--- src/rtl/ysyx_22050058_mem_arbiter_if.sv ---
// Downstream memory bus of the IF/LSU memory arbiter.
// master: the arbiter issuing requests; slave: the shared memory/bus port.
interface ysyx_22050058_mem_arbiter_if #(
  parameter int ADDR_W = 64,
  parameter int DATA_W = 64
);
  logic                  mem_req_o;
  logic                  mem_we_o;
  logic [ADDR_W-1:0]     mem_addr_o;
  logic [DATA_W-1:0]     mem_wdata_o;
  logic [DATA_W/8-1:0]   mem_wmask_o;
  logic                  mem_gnt_i;
  logic                  mem_rvalid_i;
  logic [DATA_W-1:0]     mem_rdata_i;

  modport master (
    output mem_req_o, mem_we_o, mem_addr_o, mem_wdata_o, mem_wmask_o,
    input  mem_gnt_i, mem_rvalid_i, mem_rdata_i
  );

  modport slave (
    input  mem_req_o, mem_we_o, mem_addr_o, mem_wdata_o, mem_wmask_o,
    output mem_gnt_i, mem_rvalid_i, mem_rdata_i
  );
endinterface

--- src/rtl/ysyx_22050058_mem_arbiter.sv ---
// Single-port memory arbiter: IF fetch and LSU load/store share one bus port.
// Fixed priority LSU over IF, one transaction outstanding, flushed fetches
// are completed on the bus but their response is dropped.
// Optional watchdog: define YSYX_22050058_ARB_TIMEOUT_EN to abort a
// transaction after TIMEOUT cycles in REQ/WAIT and raise sticky arb_err_o.
module ysyx_22050058_mem_arbiter #(
  parameter int ADDR_W  = 64,
  parameter int DATA_W  = 64,
  parameter int TIMEOUT = 256
) (
  input  logic                 clk,
  input  logic                 rst,
  input  logic                 if_req_i,
  input  logic [ADDR_W-1:0]    if_addr_i,
  input  logic                 if_flush_i,
  output logic [31:0]          if_rdata_o,
  output logic                 if_valid_o,
  input  logic                 lsu_req_i,
  input  logic                 lsu_we_i,
  input  logic [ADDR_W-1:0]    lsu_addr_i,
  input  logic [DATA_W-1:0]    lsu_wdata_i,
  input  logic [DATA_W/8-1:0]  lsu_wmask_i,
  output logic [DATA_W-1:0]    lsu_rdata_o,
  output logic                 lsu_valid_o,
  ysyx_22050058_mem_arbiter_if.master mem,
  output logic                 stall_ifreq_o,
  output logic                 stall_lsureq_o,
  output logic                 arb_err_o
);

  typedef enum logic [1:0] {IDLE = 2'd0, REQ = 2'd1, WAIT = 2'd2} state_t;
  typedef enum logic {OWN_IF = 1'b0, OWN_LSU = 1'b1} owner_t;

  state_t state_r, state_nxt;
  owner_t owner_r, owner_nxt;
  logic   discard_r, discard_nxt;

  logic                 mem_req_r;
  logic                 we_r;
  logic [ADDR_W-1:0]    addr_r;
  logic [DATA_W-1:0]    wdata_r;
  logic [DATA_W/8-1:0]  wmask_r;
  logic                 if_valid_r, lsu_valid_r;
  logic [31:0]          if_rdata_r;
  logic [DATA_W-1:0]    lsu_rdata_r;

  logic load_lsu_s, load_if_s, done_s, timeout_s, drop_s;
  logic deliver_if_s, deliver_lsu_s;

  // Pick the 32-bit instruction word out of a 64-bit beat by address bit 2.
  function automatic logic [31:0] sel_word(input logic [DATA_W-1:0] beat,
                                           input logic hi);
    return hi ? beat[32 +: 32] : beat[0 +: 32];
  endfunction

`ifdef YSYX_22050058_ARB_TIMEOUT_EN
  localparam int CNT_W = $clog2(TIMEOUT + 1);
  logic [CNT_W-1:0] cnt_r;
  logic             err_r;
  assign timeout_s = (state_r != IDLE) && !done_s && (cnt_r == CNT_W'(TIMEOUT - 1));
`else
  assign timeout_s = 1'b0;
`endif

  // Next-state and control decode; a requester whose valid_o is high this
  // cycle is still holding its finished request, so it is not re-captured.
  always_comb begin
    state_nxt   = state_r;
    owner_nxt   = owner_r;
    discard_nxt = discard_r;
    load_lsu_s  = 1'b0;
    load_if_s   = 1'b0;
    done_s      = 1'b0;
    case (state_r)
      IDLE: begin
        discard_nxt = 1'b0;
        if (lsu_req_i && !lsu_valid_r) begin
          owner_nxt  = OWN_LSU;
          load_lsu_s = 1'b1;
          state_nxt  = REQ;
        end else if (if_req_i && !if_flush_i && !if_valid_r) begin
          owner_nxt = OWN_IF;
          load_if_s = 1'b1;
          state_nxt = REQ;
        end else begin
          state_nxt = IDLE;
        end
      end
      REQ: begin
        if (if_flush_i && owner_r == OWN_IF) discard_nxt = 1'b1;
        else discard_nxt = discard_r;
        if (mem.mem_gnt_i) state_nxt = WAIT;
        else state_nxt = REQ;
      end
      WAIT: begin
        if (if_flush_i && owner_r == OWN_IF) discard_nxt = 1'b1;
        else discard_nxt = discard_r;
        if (mem.mem_rvalid_i) begin
          done_s    = 1'b1;
          state_nxt = IDLE;
        end else begin
          state_nxt = WAIT;
        end
      end
      default: state_nxt = IDLE;
    endcase
    if (timeout_s) state_nxt = IDLE;
    else state_nxt = state_nxt;
  end

  // A flush arriving in the same cycle as the response also kills it.
  assign drop_s        = discard_r || (if_flush_i && owner_r == OWN_IF);
  assign deliver_if_s  = (done_s || timeout_s) && owner_r == OWN_IF && !drop_s;
  assign deliver_lsu_s = (done_s || timeout_s) && owner_r == OWN_LSU;

  // FSM state, owner and discard registers.
  always_ff @(posedge clk) begin
    if (rst) begin
      state_r   <= IDLE;
      owner_r   <= OWN_IF;
      discard_r <= 1'b0;
    end else begin
      state_r   <= state_nxt;
      owner_r   <= owner_nxt;
      discard_r <= discard_nxt;
    end
  end

  // Bus request and latched payload, stable for the whole REQ phase.
  always_ff @(posedge clk) begin
    if (rst) begin
      mem_req_r <= 1'b0;
      we_r      <= 1'b0;
      addr_r    <= '0;
      wdata_r   <= '0;
      wmask_r   <= '0;
    end else begin
      mem_req_r <= (state_nxt == REQ);
      if (load_lsu_s) begin
        we_r    <= lsu_we_i;
        addr_r  <= lsu_addr_i;
        wdata_r <= lsu_wdata_i;
        wmask_r <= lsu_wmask_i;
      end else if (load_if_s) begin
        we_r    <= 1'b0;
        addr_r  <= if_addr_i;
        wdata_r <= '0;
        wmask_r <= '0;
      end
    end
  end

  // Response capture: one-cycle valid pulses, read data held until next capture.
  always_ff @(posedge clk) begin
    if (rst) begin
      if_valid_r  <= 1'b0;
      lsu_valid_r <= 1'b0;
      if_rdata_r  <= 32'd0;
      lsu_rdata_r <= '0;
    end else begin
      if_valid_r  <= deliver_if_s;
      lsu_valid_r <= deliver_lsu_s;
      if (deliver_if_s) begin
        if_rdata_r <= timeout_s ? 32'd0 : sel_word(mem.mem_rdata_i, addr_r[2]);
      end
      if (deliver_lsu_s) begin
        lsu_rdata_r <= (timeout_s || we_r) ? '0 : mem.mem_rdata_i;
      end
    end
  end

`ifdef YSYX_22050058_ARB_TIMEOUT_EN
  // Watchdog: count cycles spent in REQ/WAIT; error flag is sticky until reset.
  always_ff @(posedge clk) begin
    if (rst) begin
      cnt_r <= '0;
      err_r <= 1'b0;
    end else begin
      cnt_r <= (state_r == IDLE || timeout_s) ? '0 : cnt_r + CNT_W'(1);
      if (timeout_s) err_r <= 1'b1;
    end
  end
  assign arb_err_o = err_r;
`else
  assign arb_err_o = 1'b0;
`endif

  assign mem.mem_req_o   = mem_req_r;
  assign mem.mem_we_o    = we_r;
  assign mem.mem_addr_o  = addr_r;
  assign mem.mem_wdata_o = wdata_r;
  assign mem.mem_wmask_o = wmask_r;

  assign if_valid_o  = if_valid_r;
  assign if_rdata_o  = if_rdata_r;
  assign lsu_valid_o = lsu_valid_r;
  assign lsu_rdata_o = lsu_rdata_r;

  assign stall_ifreq_o  = !rst && if_req_i && !if_valid_r;
  assign stall_lsureq_o = !rst && lsu_req_i && !lsu_valid_r;

endmodule

--- src/flat_wrapper.sv ---
// flat-port wrapper written by rule: the top's interface ports become plain ports
module ysyx_22050058_mem_arbiter_flat 
#(
  parameter int ADDR_W  = 64,
  parameter int DATA_W  = 64,
  parameter int TIMEOUT = 256
)
  (clk, rst, if_req_i, if_addr_i, if_flush_i, if_rdata_o, if_valid_o, lsu_req_i, lsu_we_i, lsu_addr_i, lsu_wdata_i, lsu_wmask_i, lsu_rdata_o, lsu_valid_o, stall_ifreq_o, stall_lsureq_o, arb_err_o, mem_mem_req_o, mem_mem_we_o, mem_mem_addr_o, mem_mem_wdata_o, mem_mem_wmask_o, mem_mem_gnt_i, mem_mem_rvalid_i, mem_mem_rdata_i);
  ysyx_22050058_mem_arbiter_if #(.ADDR_W(ADDR_W), .DATA_W(DATA_W)) mem_i ();
  input  logic clk;
  input  logic rst;
  input  logic if_req_i;
  input  logic [ADDR_W-1:0] if_addr_i;
  input  logic if_flush_i;
  output logic [31:0] if_rdata_o;
  output logic if_valid_o;
  input  logic lsu_req_i;
  input  logic lsu_we_i;
  input  logic [ADDR_W-1:0] lsu_addr_i;
  input  logic [DATA_W-1:0] lsu_wdata_i;
  input  logic [DATA_W/8-1:0] lsu_wmask_i;
  output logic [DATA_W-1:0] lsu_rdata_o;
  output logic lsu_valid_o;
  output logic stall_ifreq_o;
  output logic stall_lsureq_o;
  output logic arb_err_o;
  output wire logic [$bits(mem_i.mem_req_o)-1:0] mem_mem_req_o;
  output wire logic [$bits(mem_i.mem_we_o)-1:0] mem_mem_we_o;
  output wire logic [$bits(mem_i.mem_addr_o)-1:0] mem_mem_addr_o;
  output wire logic [$bits(mem_i.mem_wdata_o)-1:0] mem_mem_wdata_o;
  output wire logic [$bits(mem_i.mem_wmask_o)-1:0] mem_mem_wmask_o;
  input wire logic [$bits(mem_i.mem_gnt_i)-1:0] mem_mem_gnt_i;
  input wire logic [$bits(mem_i.mem_rvalid_i)-1:0] mem_mem_rvalid_i;
  input wire logic [$bits(mem_i.mem_rdata_i)-1:0] mem_mem_rdata_i;
  assign mem_mem_req_o = mem_i.mem_req_o;
  assign mem_mem_we_o = mem_i.mem_we_o;
  assign mem_mem_addr_o = mem_i.mem_addr_o;
  assign mem_mem_wdata_o = mem_i.mem_wdata_o;
  assign mem_mem_wmask_o = mem_i.mem_wmask_o;
  assign mem_i.mem_gnt_i = mem_mem_gnt_i;
  assign mem_i.mem_rvalid_i = mem_mem_rvalid_i;
  assign mem_i.mem_rdata_i = mem_mem_rdata_i;
  ysyx_22050058_mem_arbiter #(.ADDR_W(ADDR_W), .DATA_W(DATA_W), .TIMEOUT(TIMEOUT)) u_core (.clk(clk), .rst(rst), .if_req_i(if_req_i), .if_addr_i(if_addr_i), .if_flush_i(if_flush_i), .if_rdata_o(if_rdata_o), .if_valid_o(if_valid_o), .lsu_req_i(lsu_req_i), .lsu_we_i(lsu_we_i), .lsu_addr_i(lsu_addr_i), .lsu_wdata_i(lsu_wdata_i), .lsu_wmask_i(lsu_wmask_i), .lsu_rdata_o(lsu_rdata_o), .lsu_valid_o(lsu_valid_o), .mem(mem_i), .stall_ifreq_o(stall_ifreq_o), .stall_lsureq_o(stall_lsureq_o), .arb_err_o(arb_err_o));
endmodule
--- config.mk ---
export PLATFORM = sky130hd
export DESIGN_NAME = ysyx_22050058_mem_arbiter_flat
export DESIGN_NICKNAME = d
export VERILOG_FILES = /design/src/rtl/ysyx_22050058_mem_arbiter_if.sv /design/src/rtl/ysyx_22050058_mem_arbiter.sv /design/src/flat_wrapper.sv
export SDC_FILE = /design/constraint.sdc
export NUM_CORES = 1
export LEC_CHECK = 0
export CAP_MARGIN = 20
export CORE_AREA = 8 8 192 194
export CTS_BUF_LIST = sky130_fd_sc_hd__clkbuf_4 sky130_fd_sc_hd__clkbuf_8 sky130_fd_sc_hd__clkbuf_16
export DETAILED_ROUTE_END_ITERATION = 10
export DIE_AREA = 0 0 200 202
export DONT_BUFFER_PORTS = 1
export SKIP_CTS_REPAIR_TIMING = 1
export SLEW_MARGIN = 30
export SYNTH_ARGS = -nofsm -noshare
export SYNTH_HDL_FRONTEND = slang
export SYNTH_SLANG_ARGS = --single-unit
--- constraint.sdc ---
create_clock -name clk -period 1.8 [get_ports clk]
set_clock_uncertainty 0.15 [all_clocks]
set_input_delay 0.09 -clock clk [delete_from_list [all_inputs] [get_ports clk]]
set_output_delay 0.09 -clock clk [all_outputs]
set_load 0.02 [all_outputs]
==> flow_results.org <==
** Placed design
- Placement Cell Area :: about 0.010 mm²
- The wire-length estimate of the detail-placed layout is about 25000 µm.
- Port buffering added 0 buffers.
- Including well taps, the total number of placed cells is about 1500.
- The congestion estimate from routability-driven global placement came to roughly 0.79.

** Drt
- Routed wire length :: a little under 40000 µm
- For this run, design rule violations remaining after detail routing come to 0.
- For this run, the detailed router's first-pass iteration total came to 5.
- Per-cell via count in the routed design :: roughly 5.4
- The count of nets left with antenna violations once routing finished came out at 0.
- Iteration-0 DRC count of the detailed router :: 547
- Summing over every cut layer, the via total after detailed routing is slightly below 9000.
- Average wire per standard cell :: 23.9 µm

** Timing
- The final-report hold violation count was about 230.
- Final-layout worst hold slack :: -476 ps
- Portion of the clock cycle consumed by the worst path in the final layout :: 107%
- Slew Viols, Final :: 0
- Setup violations remaining at the end of the flow were counted as 33.
- Counting I/O delays and the setup requirement, the final critical path takes 1930 ps.
- Setup repair after global routing missed its margin :: true
- Setup slack on the critical path of the routed design comes to -127 ps.
- Timing would allow up to 519 MHz.
- Adding up every negative setup slack in the final design gives -1650 ps.

** Status
- The checks that failed: hold timing, setup timing.
- The flow ran to the end, but the final reports show violations.

** Die
- Die boundary height :: around 200 µm
- In this run the count of I/O pins placed on the die edge is roughly 510.
- The die covers 0.0404 mm².
- In this run the standard cell core region covers ~0.034 mm².
- Cell row count :: between 60 and 70
- In this run the horizontal extent of the chip is roughly 200 µm.
- Starting Density :: a little over a quarter

** Setup path
- The critical path is of the flip-flop to flip-flop type.
- Of all nets on the critical path, the largest fanout is 8.
- The worst setup path is captured at a flip-flop.
- Category of the worst setup path launch point :: flip-flop
- Highest-delay cell along the critical path :: or3_1
- Longest individual stage delay on the worst path :: between 300 and 400 ps
- Worst reg-to-reg setup slack :: -130 ps
- Required time at the worst-slack endpoint :: 2120 ps
- Data arrival, critical path :: between 2000 and 2500 ps
- Walking the worst path, the cells encountered are inv_2, buf_6, ha_4, nand4bb_4, clkbuf_16, or3_1, a21oi_2.

** Clock tree
- TritonCTS built the clock tree.
- In this run the deepest clock path goes through 3 buffers.
- TritonCTS created 26 clock buffers.
- The tree built by TritonCTS fans out to 240 sinks.
- For the worst-skew pair, the clock arrives at the later sink with an insertion delay of 550 ps.
- The tree is rooted in a clkbuf_16.
- H-tree Lvls :: 1
- CTS clock-pin slew for the worst setup and hold paths :: about 70 ps

** Power and ir drop
- IR drop worst, VDD :: between 700 and 800 µV
- The internal portion of the total power is just under 10 mW.
- The clock network is responsible for about 40% of the overall power.
- Part of the power in combinational logic :: between 10% and 20%
- Summed over all nets, the switching power comes to around 3.8 mW.
- Power comes to 13.5 mW.
- Leakage power :: between 4 and 5 nW
- Net switching is between 20% and 30% of the power.
- Dividing total power by cell area gives a power density of around 1000 mW/mm².
- Register share of total power :: 46.3%

** Finish
- Fraction of final layout cells sized beyond drive strength 1 :: a little under a fifth
- Filler Cells Inserted :: around 3300
- Leading cell type in the layout, fill and taps excluded :: dfxtp_1
- In the final layout, flip-flops and latches occupy between 0.004 and 0.005 mm².
- The multi-input combinational cells in the finished layout cover a total of 0.00445 mm².
- For this run, the post-layout net count is 1443.
- From synthesis to final layout, the design area changed by 41.0%.
- Most frequent cells in the layout :: dfxtp_1 (237), dlygate4sd3_1 (110), nor3_1 (104)
- Final instance count without filler cells :: approximately 1600
- Fin area :: ~0.013 mm²

** Yosys
- Average cell area after synthesis :: 8.80 µm²
- Synthesized netlist net count :: roughly 1300
- Sequential cell area fraction in the yosys report :: about half
- The number of different library cells used by synthesis comes to 30.
- After synthesis the cells add up to a little over 0.009 mm².
- The synthesized design contains 240 register bits.
- dfxtp_1 takes more of the synthesized area than any other cell.
- In the synthesized netlist, the number of instances is between 1000 and 1500.
- Most area-consuming cells after synthesis :: dfxtp_1 (52%), nor3_1 (7.0%), a22o_1 (6.0%)
- The Yosys step of the flow raised 0 warnings.
- Summed over its instances, the top area cell type makes up about half of the synthesized netlist area.

** Global route
- Number of antenna violations at the first check in global routing :: 2
- Vias in the first global route :: approximately 7800
- For this run the aggregate overflow at the end of global routing stands at 0.
- The first global-routing pass estimated between 40000 and 50000 µm of wire.
- Global routing usage summed across all routing layers :: between 10% and 20%
- Maximum number of pins on one net before global-route repair :: approximately 180

** Worst hold path
- The min-delay analysis places its worst path in the category primary input to flip-flop.

** Job
- Across the run, the number of max-cap violations was 0.
-- worst paths after layout --
check / from / end / cells after the start
worst max-delay path: u_core.state_r[0] / u_core.if_rdata_o[19] / 7
worst min-delay path: rst / u_core.mem.mem_addr_o[34] / 1
worst max register to register: u_core.state_r[0] / u_core.if_rdata_o[19] / 7
worst min register to register: u_core.mem.mem_wdata_o[40] / u_core.mem.mem_wdata_o[40] / 2
-- power groups by stage --
| stage | sequential, mW | combinational, mW | clock (mW) |
|---|---|---|---|
| 4_1_cts | 6.24 | 1.33 | 5.40 |
| 2_1_floorplan | 6.25 | 0.963 | 0 |
| 3_5_place_dp | 6.36 | 1.32 | 0 |
| 6_report | 6.26 | 1.96 | 5.29 |
| 5_1_grt | 6.30 | 2.10 | 5.60 |
| 3_3_place_gp | 6.35 | 1.30 | 0 |
-- cells in the mapped netlist, drive strengths merged --
cell type and n:
nor3 131, nand3b 2, nand2b 1, or3 32
nand3 75, o31a 1, dfxtp 240, nor4 64
inv 3, nand2 74, clkbuf 62, mux2i 32
o21ai 33, a22o 64, and3b 1, nor2 68
ha 4, buf 49, nor2b 3, and4bb 1
conb 1, a21oi 107, nand4bb 2, a31oi 1
a21boi 1, nor3b 1
-- critical path: cells and delay by family (launching register included) --
kind            cells  cell delay (ps)
simple gates        2              630
buf+inv             3              430
flops               1              320
compound gates      1              160
fa+ha+maj           1              150
-- area by class of cell --
cell class,instances,area share [%]
Inverter,3,0.0862
Clock inverter,7,0.584
Antenna cell,1,0.0191
Sequential cell,240,36.8
Timing Repair Buffer,197,18.3
Multi-Input combinational cell,699,34.0
Clock buffer,36,5.84
Tap cell,455,4.36
-- metal layers --
metal | global-route usage [%] | share of wire [%]
met2 | 26.4 | 50
met3 | 6.09 | 11
met5 | 0 | 0.031
met4 | 4.57 | 2.8
met1 | 16.6 | 36
-- through the flow --
step	utilization, %	setup slack [ps]	hold WS, ps
floorplan	-	51.2	65.5
global placement	29.6	-27.9	30.6
detailed placement	29.6	-63.4	34.9
CTS	32.1	-326	-553
global route	38.5	-204	-513
finish	38.5	-127	-476
-- cell families (layout without fill, tap and decap cells) --
group,after synthesis,count (layout),synth area share (%)
buffers and inverters,114,243,5.75
adder cells (fa/ha/maj),4,4,0.540
AND/OR/NAND/NOR,455,455,24.5
AO/OA/AOI/OAI,207,207,13.9
multiplexers,32,32,3.46
other,1,2,0.0405
flip-flops,240,240,51.8
-- state kept, by name, summed over array words and instances (netlist names) --
name                    cells
u_core.mem.mem_wdata_o     64
u_core.mem.mem_we_o         1
u_core.lsu_rdata_o         64
u_core.state_r              2
u_core.mem.mem_wmask_o      8
u_core.if_valid_o           1
u_core.owner_r              1
u_core.mem.mem_req_o        1
u_core.discard_r            1
u_core.mem.mem_addr_o      64
u_core.if_rdata_o          32
u_core.lsu_valid_o          1
(Power assumes the default switching activity.)
